===== src/rtl/dwc_round_scheduler.sv =====
// dwc_round_scheduler: sequences one duplicate-with-compare round between two cores with arrival timeout, bounded retries and saturating fault statistics
module dwc_round_scheduler #(
  parameter int DATA_W = 32,
  parameter int TIMEOUT = 1024,
  parameter int MAX_RETRY = 2,
  parameter int CNT_W = 16,
  localparam int RW = (MAX_RETRY > 0) ? $clog2(MAX_RETRY + 1) : 1,
  localparam int TW = $clog2(TIMEOUT)
) (
  input  logic              clk,
  input  logic              reset,
  input  logic [DATA_W-1:0] data_a,
  input  logic              valid_a,
  input  logic [DATA_W-1:0] data_b,
  input  logic              valid_b,
  input  logic              irq_ack,
  output logic              busy,
  output logic              retry_req,
  output logic              interrupt_prompt,
  output logic              result_valid,
  output logic              isMatch,
  output logic [1:0]        fault_code,
  output logic [RW-1:0]     retry_cnt,
  output logic [CNT_W-1:0]  mismatch_cnt,
  output logic [CNT_W-1:0]  timeout_cnt
);

  typedef enum logic [2:0] {IDLE, COLLECT, COMPARE, RETRY, REPORT} state_t;

  state_t state, state_d;
  logic [DATA_W-1:0] lat_a, lat_b, lat_a_d, lat_b_d;
  logic got_a, got_b, got_a_d, got_b_d;
  logic [TW-1:0] timer, timer_d;
  logic [RW-1:0] retry_cnt_d;
  logic [CNT_W-1:0] mismatch_cnt_d, timeout_cnt_d;
  logic [1:0] fault_code_d;
  logic is_match_d, result_valid_d, interrupt_d, retry_req_d, busy_d;
  logic take_a, take_b, arrive, expire, equal, retry_ok, timed_out, enter_rep;

  // a strobe is only accepted while waiting for that core and only once per attempt
  assign take_a = (state == IDLE || state == COLLECT) && valid_a && !got_a;
  assign take_b = (state == IDLE || state == COLLECT) && valid_b && !got_b;
  assign arrive = take_a || take_b;
  assign expire = timer == TW'(TIMEOUT - 1);
  assign equal = lat_a == lat_b;
  assign retry_ok = retry_cnt < RW'(MAX_RETRY);
  // a late arrival on the expiry cycle beats the timeout
  assign timed_out = state == COLLECT && !arrive && expire;
  assign enter_rep = state_d == REPORT && state != REPORT;

  // state register
  always_ff @(posedge clk or negedge reset) begin
    if (!reset) state <= IDLE;
    else state <= state_d;
  end

  // next-state decision for the round sequence
  always_comb begin
    state_d = state;
    case (state)
      IDLE:    state_d = (take_a && take_b) ? COMPARE : arrive ? COLLECT : IDLE;
      COLLECT: state_d = arrive ? COMPARE : expire ? REPORT : COLLECT;
      COMPARE: state_d = (equal || !retry_ok) ? REPORT : RETRY;
      RETRY:   state_d = IDLE;
      REPORT:  state_d = irq_ack ? IDLE : REPORT;
      default: state_d = IDLE;
    endcase
  end

  // next values for latches, timer, counters and the registered outputs
  always_comb begin
    lat_a_d = take_a ? data_a : lat_a;
    lat_b_d = take_b ? data_b : lat_b;
    got_a_d = state_d != IDLE && (got_a || take_a);
    got_b_d = state_d != IDLE && (got_b || take_b);
    timer_d = state == COLLECT ? timer + TW'(1) : '0;
    retry_cnt_d = (state == REPORT && irq_ack) ? '0 :
                  (state == COMPARE && !equal && retry_ok) ? retry_cnt + RW'(1) : retry_cnt;
    mismatch_cnt_d = (state == COMPARE && !equal && mismatch_cnt != '1) ? mismatch_cnt + CNT_W'(1) : mismatch_cnt;
    timeout_cnt_d = (timed_out && timeout_cnt != '1) ? timeout_cnt + CNT_W'(1) : timeout_cnt;
    is_match_d = enter_rep ? (state == COMPARE && equal) : isMatch;
    fault_code_d = !enter_rep ? fault_code : (state == COLLECT) ? {1'b1, got_a} : {1'b0, !equal};
    result_valid_d = state_d == REPORT;
    interrupt_d = enter_rep;
    retry_req_d = state_d == RETRY;
    busy_d = state_d != IDLE;
  end

  // datapath and output registers
  always_ff @(posedge clk or negedge reset) begin
    if (!reset) begin
      lat_a <= '0;
      lat_b <= '0;
      got_a <= 1'b0;
      got_b <= 1'b0;
      timer <= '0;
      retry_cnt <= '0;
      mismatch_cnt <= '0;
      timeout_cnt <= '0;
      isMatch <= 1'b0;
      fault_code <= 2'b00;
      result_valid <= 1'b0;
      interrupt_prompt <= 1'b0;
      retry_req <= 1'b0;
      busy <= 1'b0;
    end else begin
      lat_a <= lat_a_d;
      lat_b <= lat_b_d;
      got_a <= got_a_d;
      got_b <= got_b_d;
      timer <= timer_d;
      retry_cnt <= retry_cnt_d;
      mismatch_cnt <= mismatch_cnt_d;
      timeout_cnt <= timeout_cnt_d;
      isMatch <= is_match_d;
      fault_code <= fault_code_d;
      result_valid <= result_valid_d;
      interrupt_prompt <= interrupt_d;
      retry_req <= retry_req_d;
      busy <= busy_d;
    end
  end

endmodule


===== config.mk =====
export PLATFORM = sky130hd
export DESIGN_NAME = dwc_round_scheduler
export DESIGN_NICKNAME = d
export VERILOG_FILES = /design/src/rtl/dwc_round_scheduler.sv
export SDC_FILE = /design/constraint.sdc
export NUM_CORES = 1
export LEC_CHECK = 0
export ABC_AREA = 0
export CORE_ASPECT_RATIO = 0.6
export CORE_UTILIZATION = 46
export DETAILED_ROUTE_END_ITERATION = 8
export PLACE_DENSITY = 0.72
export SETUP_SLACK_MARGIN = 0.1
export SYNTH_ARGS = -nofsm -noshare
export SYNTH_HDL_FRONTEND = slang
export SYNTH_SLANG_ARGS = --single-unit
export TNS_END_PERCENT = 5

===== constraint.sdc =====
create_clock -name clk -period 2.5 [get_ports clk]
set_input_delay 0.375 -clock clk [delete_from_list [all_inputs] [get_ports clk]]
set_output_delay 0.375 -clock clk [all_outputs]
set_load 0.05 [all_outputs]

Yosys cells after proc, flatten, opt, wreduce, memory -nomap -nowiden
Index checks and enable logic that the tools add are counted.
{"block": "totals", "mem_bits_ro": 0, "ff_bits": 120, "mem_count": 0, "ram_bits": 0, "latchBits": 0}
{"block": "classes", "mux": 11, "n_mul": 0, "n_reduce_logical": 29, "magnitude_cmp": 1, "shifts": 0, "n_bitwise": 0, "add_sub_neg": 4, "n_div": 0, "eq_ne": 10}
{"operator": "$add A16 B1 Y16 const B", "n": 2}
{"operator": "$eq A32 B32 Y1", "n": 1}
{"operator": "$ne A16 B16 Y1 const B", "n": 2}
{"operator": "$logic_and A1 B1 Y1", "n": 16}
{"operator": "$mux W3", "n": 4}
{"operator": "$pmux W3 S4", "n": 1}
{"operator": "$add A10 B1 Y10 const B", "n": 1}
{"operator": "$eq A10 B10 Y1 const B", "n": 1}
{"operator": "$mux W10", "n": 1}
{"operator": "$mux W2", "n": 4}
{"operator": "$eq A3 B2 Y1 const B", "n": 2}
{"operator": "$eq A3 B3 Y1 const B", "n": 2}
{"operator": "$logic_not A1 Y1", "n": 5}
{"operator": "$logic_or A1 B1 Y1", "n": 5}
{"operator": "$eq A3 B1 Y1 const B", "n": 1}
{"operator": "$logic_not A3 Y1", "n": 1}
{"operator": "$ne A3 B3 Y1 const B", "n": 1}
{"operator": "$reduce_bool A3 Y1", "n": 1}
{"operator": "$add A2 B1 Y2 const B", "n": 1}
{"operator": "$lt A2 B2 Y1 const B", "n": 1}
{"operator": "$reduce_bool A2 Y1", "n": 1}
{"operator": "$mux W1", "n": 1}

Depth between registers and ports, before layout
{"block": "logic_depth", "ltp_word": 10, "ltp_mapped": 12, "depth_no_buf": 11}

Least setup slack after synthesis
OpenSTA, ideal clock, no wires.
{"block": "synth_timing", "path_kind": "reg-to-reg", "from": "reg state[2]", "to": "reg fault_code[0]", "n_path_buf": 1, "t_required_ns": 2.380, "period_less_slack_ns": 2.614, "setup_slack_ns": -0.114, "path_stages_with_launch": 13, "arrival_ns": 2.494, "cell_sequence": "dfrtp_1 > nor2_1 > nand2_1 > nor2_1 > clkbuf_1 > inv_1 > ha_1 > nand2_1 > nor4_4 > a21oi_1 > o32a_1 > mux2i_1 > a31o_2"}
{"block": "synth_between", "elab_chain_cells": 10}
{"item": "start: declaration", "line": "30", "source": "state_t state, state_d;"}
{"item": "start signal: assignment", "line": "54", "source": "else state <= state_d;"}
{"item": "$eq A3 B1 Y1 or $logic_not A3 Y1 (tied branches)", "line": "42", "source": "assign take_b = (state == IDLE || state == COLLECT) && valid_b && !got_b;"}
{"item": "$logic_or A1 B1 Y1 (*)", "line": "42"}
{"item": "$logic_and A1 B1 Y1 (*) (2 in a row)", "line": "42"}
{"item": "via take_b", "line": "38", "source": "logic take_a, take_b, arrive, expire, equal, retry_ok, timed_out, enter_rep;"}
{"item": "$logic_or A1 B1 Y1", "line": "43", "source": "assign arrive = take_a || take_b;"}
{"item": "$mux W1", "line": "61", "source": "IDLE: state_d = (take_a && take_b) ? COMPARE : arrive ? COLLECT : IDLE;"}
{"item": "$mux W2", "line": "61"}
{"item": "$pmux W3 S4 (*)", "line": "60", "source": "case (state)"}
{"item": "$eq A3 B3 Y1 (*)", "line": "49", "source": "assign enter_rep = state_d == REPORT && state != REPORT;"}
{"item": "$logic_and A1 B1 Y1 (*)", "line": "49"}
{"item": "end signal: assignment", "line": "116", "source": "fault_code <= fault_code_d;"}
{"item": "end: declaration", "line": "22", "source": "output logic [1:0] fault_code,"}
Mark *: on every way through the listed nets, which the timed path passes. The rest lies on a longest branch.
A chain may end at the register's enable or synchronous reset.

Final worst setup path
{"block": "layout_timing", "from": "reg state[2]", "to": "reg fault_code[0]"}
{"block": "layout_between", "elab_chain_cells": 10}
{"item": "$eq A3 B1 Y1 or $logic_not A3 Y1 (tied branches)"}
{"item": "$logic_or A1 B1 Y1", "line": "41, 42"}
{"item": "$logic_and A1 B1 Y1, on equally long branches (2 in a row)", "line": "41, 42"}
{"item": "$logic_or A1 B1 Y1", "line": "43"}
{"item": "$mux W1", "line": "61"}
{"item": "$mux W2", "line": "61"}
{"item": "$pmux W3 S4", "line": "60"}
{"item": "$eq A3 B3 Y1", "line": "49"}
{"item": "$logic_and A1 B1 Y1", "line": "49"}
Parallel ways exist; a longest one is shown, timed or not.

==> impl_metrics.csv <==
group,metric,value,unit
clock_tree,numCtsBuffers,17,
global_route,grt_use_total,0.218,
sta,tightest_slew,0.671,ns
sta,whs,-0.00777,ns
logic_synthesis,yosys.area.top_type_share,0.562,
placement,hpwl,8460,um
route,vias,3772,
sta,setup_viol,0,
global_route,grt_use_met1,0.302,
floorplan,chipHeight,85.5,um
logic_synthesis,synth-seq-cells,120,
clock_tree,clock_sinks,120,
logic_synthesis,synth_nets,507,
logic_synthesis,synth.avg_cell_area,12.3,um2
sta,final_hold_viol_count,10,
clock_tree,cts_max_level,4,
clock_tree,cts_tree,"yes",
global_route,antenna_found_initial,0,
route,post-route-drc-count,0,
floorplan,start_util,0.473,
finish,area_growth,38.3,%
critical_path,slowest_delay,0.45,ns
critical_path,critPathTopFamily,"simple AND/OR/NAND/NOR gates",
finish,multiInputGateArea,2270,um2
logic_synthesis,yosysTopAreaCell,"dfrtp_1",
critical_path,arrival,2.56,ns
floorplan,die_w,141,um
route,routed_wl,11800,um
sta,max_freq,443,MHz
min_path,worstHoldPathType,"input port to asynchronous set/reset pin",
sta,rsz0062_at_grt,"false",
global_route,grt_pass1_wl,19900,um
critical_path,crit_buf_inv,2,
global_route,met2_usage,0.333,
power_and_ir_drop,p_leak,3.21,nW
critical_path,crit_type,"flip-flop to flip-flop",
critical_path,crit_top_cell,"nand2_1",
sta,slew_violations,0,
floorplan,die-area,12100,um2
power_and_ir_drop,power_density,1110,nW/um2
critical_path,path_cells,"nor2_2 > nand2_1 > nor2_4 > inv_1 > ha_1 > nand2_1 > nor4_4 > buf_4 > a21oi_1 > o32a_1 > mux2i_1 > a31o_2",
floorplan,core,11300,um2
outcome,violations,"hold timing",
logic_synthesis,async_flop_share,1.00,
sta,period_minus_slack,2.26,ns
route,firstDrtPassIters,4,
floorplan,row_count,30,
route,viasPerCell,5.10,
logic_synthesis,yosys_warnings,0,
finish,final_net_count,641,
critical_path,critPathLaunchType,"flip-flop",
floorplan,ios,110,
logic_synthesis,synth_cells,433,
logic_synthesis,yosysMostFrequentCell,"dfrtp_1",
sta,fin_skew,0.00636,ns
critical_path,path_max_fanout,8,
route,drt_iter0_drc,137,
power_and_ir_drop,ir_drop,0.599,mV
outcome,status,"finished with violations",
critical_path,critPathCaptureType,"flip-flop",
finish,regArea,3000,um2
logic_synthesis,synth_flop_cell,"dfrtp_1",
logic_synthesis,synth_cell_types,40,
global_route,grt_max_degree,53,
clock_tree,post-cts-setup-buffers,0,
logic_synthesis,synth-edff-count,0,
logic_synthesis,ys_top_cells_by_count,"dfrtp_1 (120), mux2_2 (67), xor2_1 (54), nand2_1 (24), nor2_1 (21)",
clock_tree,postCtsHoldBufs,0,
global_route,met3_usage,0.0536,
global_route,grt-ovfl-total,0,
job,cap_violations,0,
logic_synthesis,synth_seq_area_share,0.562,
critical_path,cp.required,2.80,ns
route,routedWlPerCell,16.0,um
logic_synthesis,yosys-top-cells-area,"dfrtp_1 (56%), mux2_2 (14%), xor2_1 (8.9%)",
logic_synthesis,syn-cell-area,5340,um2
route,ant_nets,0,
sta,slew_headroom,0.553,
finish,antennaDiodeCount,0,
clock_tree,clock_path_buffers,2,
placement,io_buffers,109,
finish,fillCellCount,846,
sta,tns,0,ns
sta,min_period_over_period,0.903,
placement,gp_routability_congestion,0.772,
global_route,grt_pass1_vias,3948,
critical_path,crit_slowest_cell,"dfrtp_1",
clock_tree,clock_latency,0.41,ns
finish,drive_gt1_frac,0.228,
clock_tree,clkTransAtPathRegs,0.06,ns
global_route,busiest_layer,"met2",
clock_tree,cts_root_buf,"clkbuf_16",
## final timing paths
path / start / endpoint / slack, ns / depth (start not counted)
max in group asynchronous: reset / lat_a[6]$_DFFE_PN0N_ / 1.79 / 2
worst max-delay path: state[2]$_DFF_PN0_ / fault_code[0]$_DFFE_PN0P_ / 0.24 / 12
worst max register to register: state[2]$_DFF_PN0_ / fault_code[0]$_DFFE_PN0P_ / 0.24 / 12
min in group clk: mismatch_cnt[9]$_DFFE_PN0P_ / mismatch_cnt[9]$_DFFE_PN0P_ / 0.48 / 1
worst min register to register: mismatch_cnt[9]$_DFFE_PN0P_ / mismatch_cnt[9]$_DFFE_PN0P_ / 0.48 / 1
worst min-delay path: reset / mismatch_cnt[9]$_DFFE_PN0P_ / -0.008 / 1
## cell families after synthesis
kind of cell / after synthesis / share of synthesized area
XOR/XNOR: 65 / 0.107
adder cells (fa/ha/maj): 5 / 0.0117
AO/OA/AOI/OAI: 25 / 0.0300
flip-flops: 120 / 0.562
multiplexers: 69 / 0.145
AND/OR/NAND/NOR: 126 / 0.128
buffers and inverters: 23 / 0.0162
## worst reg2reg max path, stage by stage (launching register included)
cell	delay [ns]
dfrtp_1	0.45
nor2_2	0.20
nand2_1	0.14
nor2_4	0.11
inv_1	0.05
ha_1	0.22
nand2_1	0.12
nor4_4	0.05
buf_4	0.17
a21oi_1	0.18
o32a_1	0.19
mux2i_1	0.06
a31o_2	0.21
## layer usage
layer | vias to the layer above | share of wire
met1 | 1874 | 0.49
met4 | 0 | 0.012
met3 | 15 | 0.043
met5 | - | 0
met2 | 71 | 0.45
li1 | 1812 | -
## flip-flops by register name, indices dropped and copies added (netlist names)
name / cells
retry_req: 1
fault_code: 2
state: 3
interrupt_prompt: 1
timer: 10
got_b: 1
isMatch: 1
retry_cnt: 2
got_a: 1
result_valid: 1
timeout_cnt: 16
busy: 1
lat_b: 32
mismatch_cnt: 16
lat_a: 32
## power breakdown
| group | internal (W) | total, W | switching [W] |
|---|---|---|---|
| combinational | 0.00131 | 0.00258 | 0.00127 |
| clock | 0.00163 | 0.00252 | 0.000893 |
| sequential | 0.00263 | 0.00313 | 0.000509 |
## cell usage in the layout (no fill, tap or decap), drive strengths merged, types with 6 or more instances in the layout
cell / Yosys / final
xnor2: 11 / 11
clkbuf: 11 / 19
inv: 12 / 14
nor4: 14 / 14
xor2: 54 / 54
buf: 0 / 18
nand2: 24 / 24
mux2: 67 / 67
nand4: 14 / 14
nor2: 24 / 24
a21oi: 6 / 6
nor3: 14 / 14
nand3: 16 / 16
o21ai: 8 / 8
clkdlybuf4s50: 0 / 108
dfrtp: 120 / 120
## repair_timing
action | 4_1_cts | 5_1_grt
resized for setup | 0 | 1
setup endpoints to repair | 0 | 1
endpoints found under the hold margin | 0 | 0
## final cells by class
class	instances	share of cell area
tap	160	0.0271
clock inverter	13	0.0230
clock buffer	19	0.0613
inverter	12	0.00610
multi-input combinational	290	0.308
timing repair buffer	126	0.168
sequential	120	0.407
## stage by stage
stage          instances  total power (W)  cell area, um2  setup slack [ns]  utilization
3_5_place_dp         708          0.00575            6760            0.0596        0.598
4_1_cts              740          0.00832            7380             0.260        0.653
3_3_place_gp         708          0.00563            6760             0.160        0.598
5_1_grt              740          0.00870            7390             0.118        0.654
6_report             740          0.00823            7390             0.243        0.654
2_1_floorplan        433          0.00487            5350             0.150            -
Power figures use the tool's default switching activity.
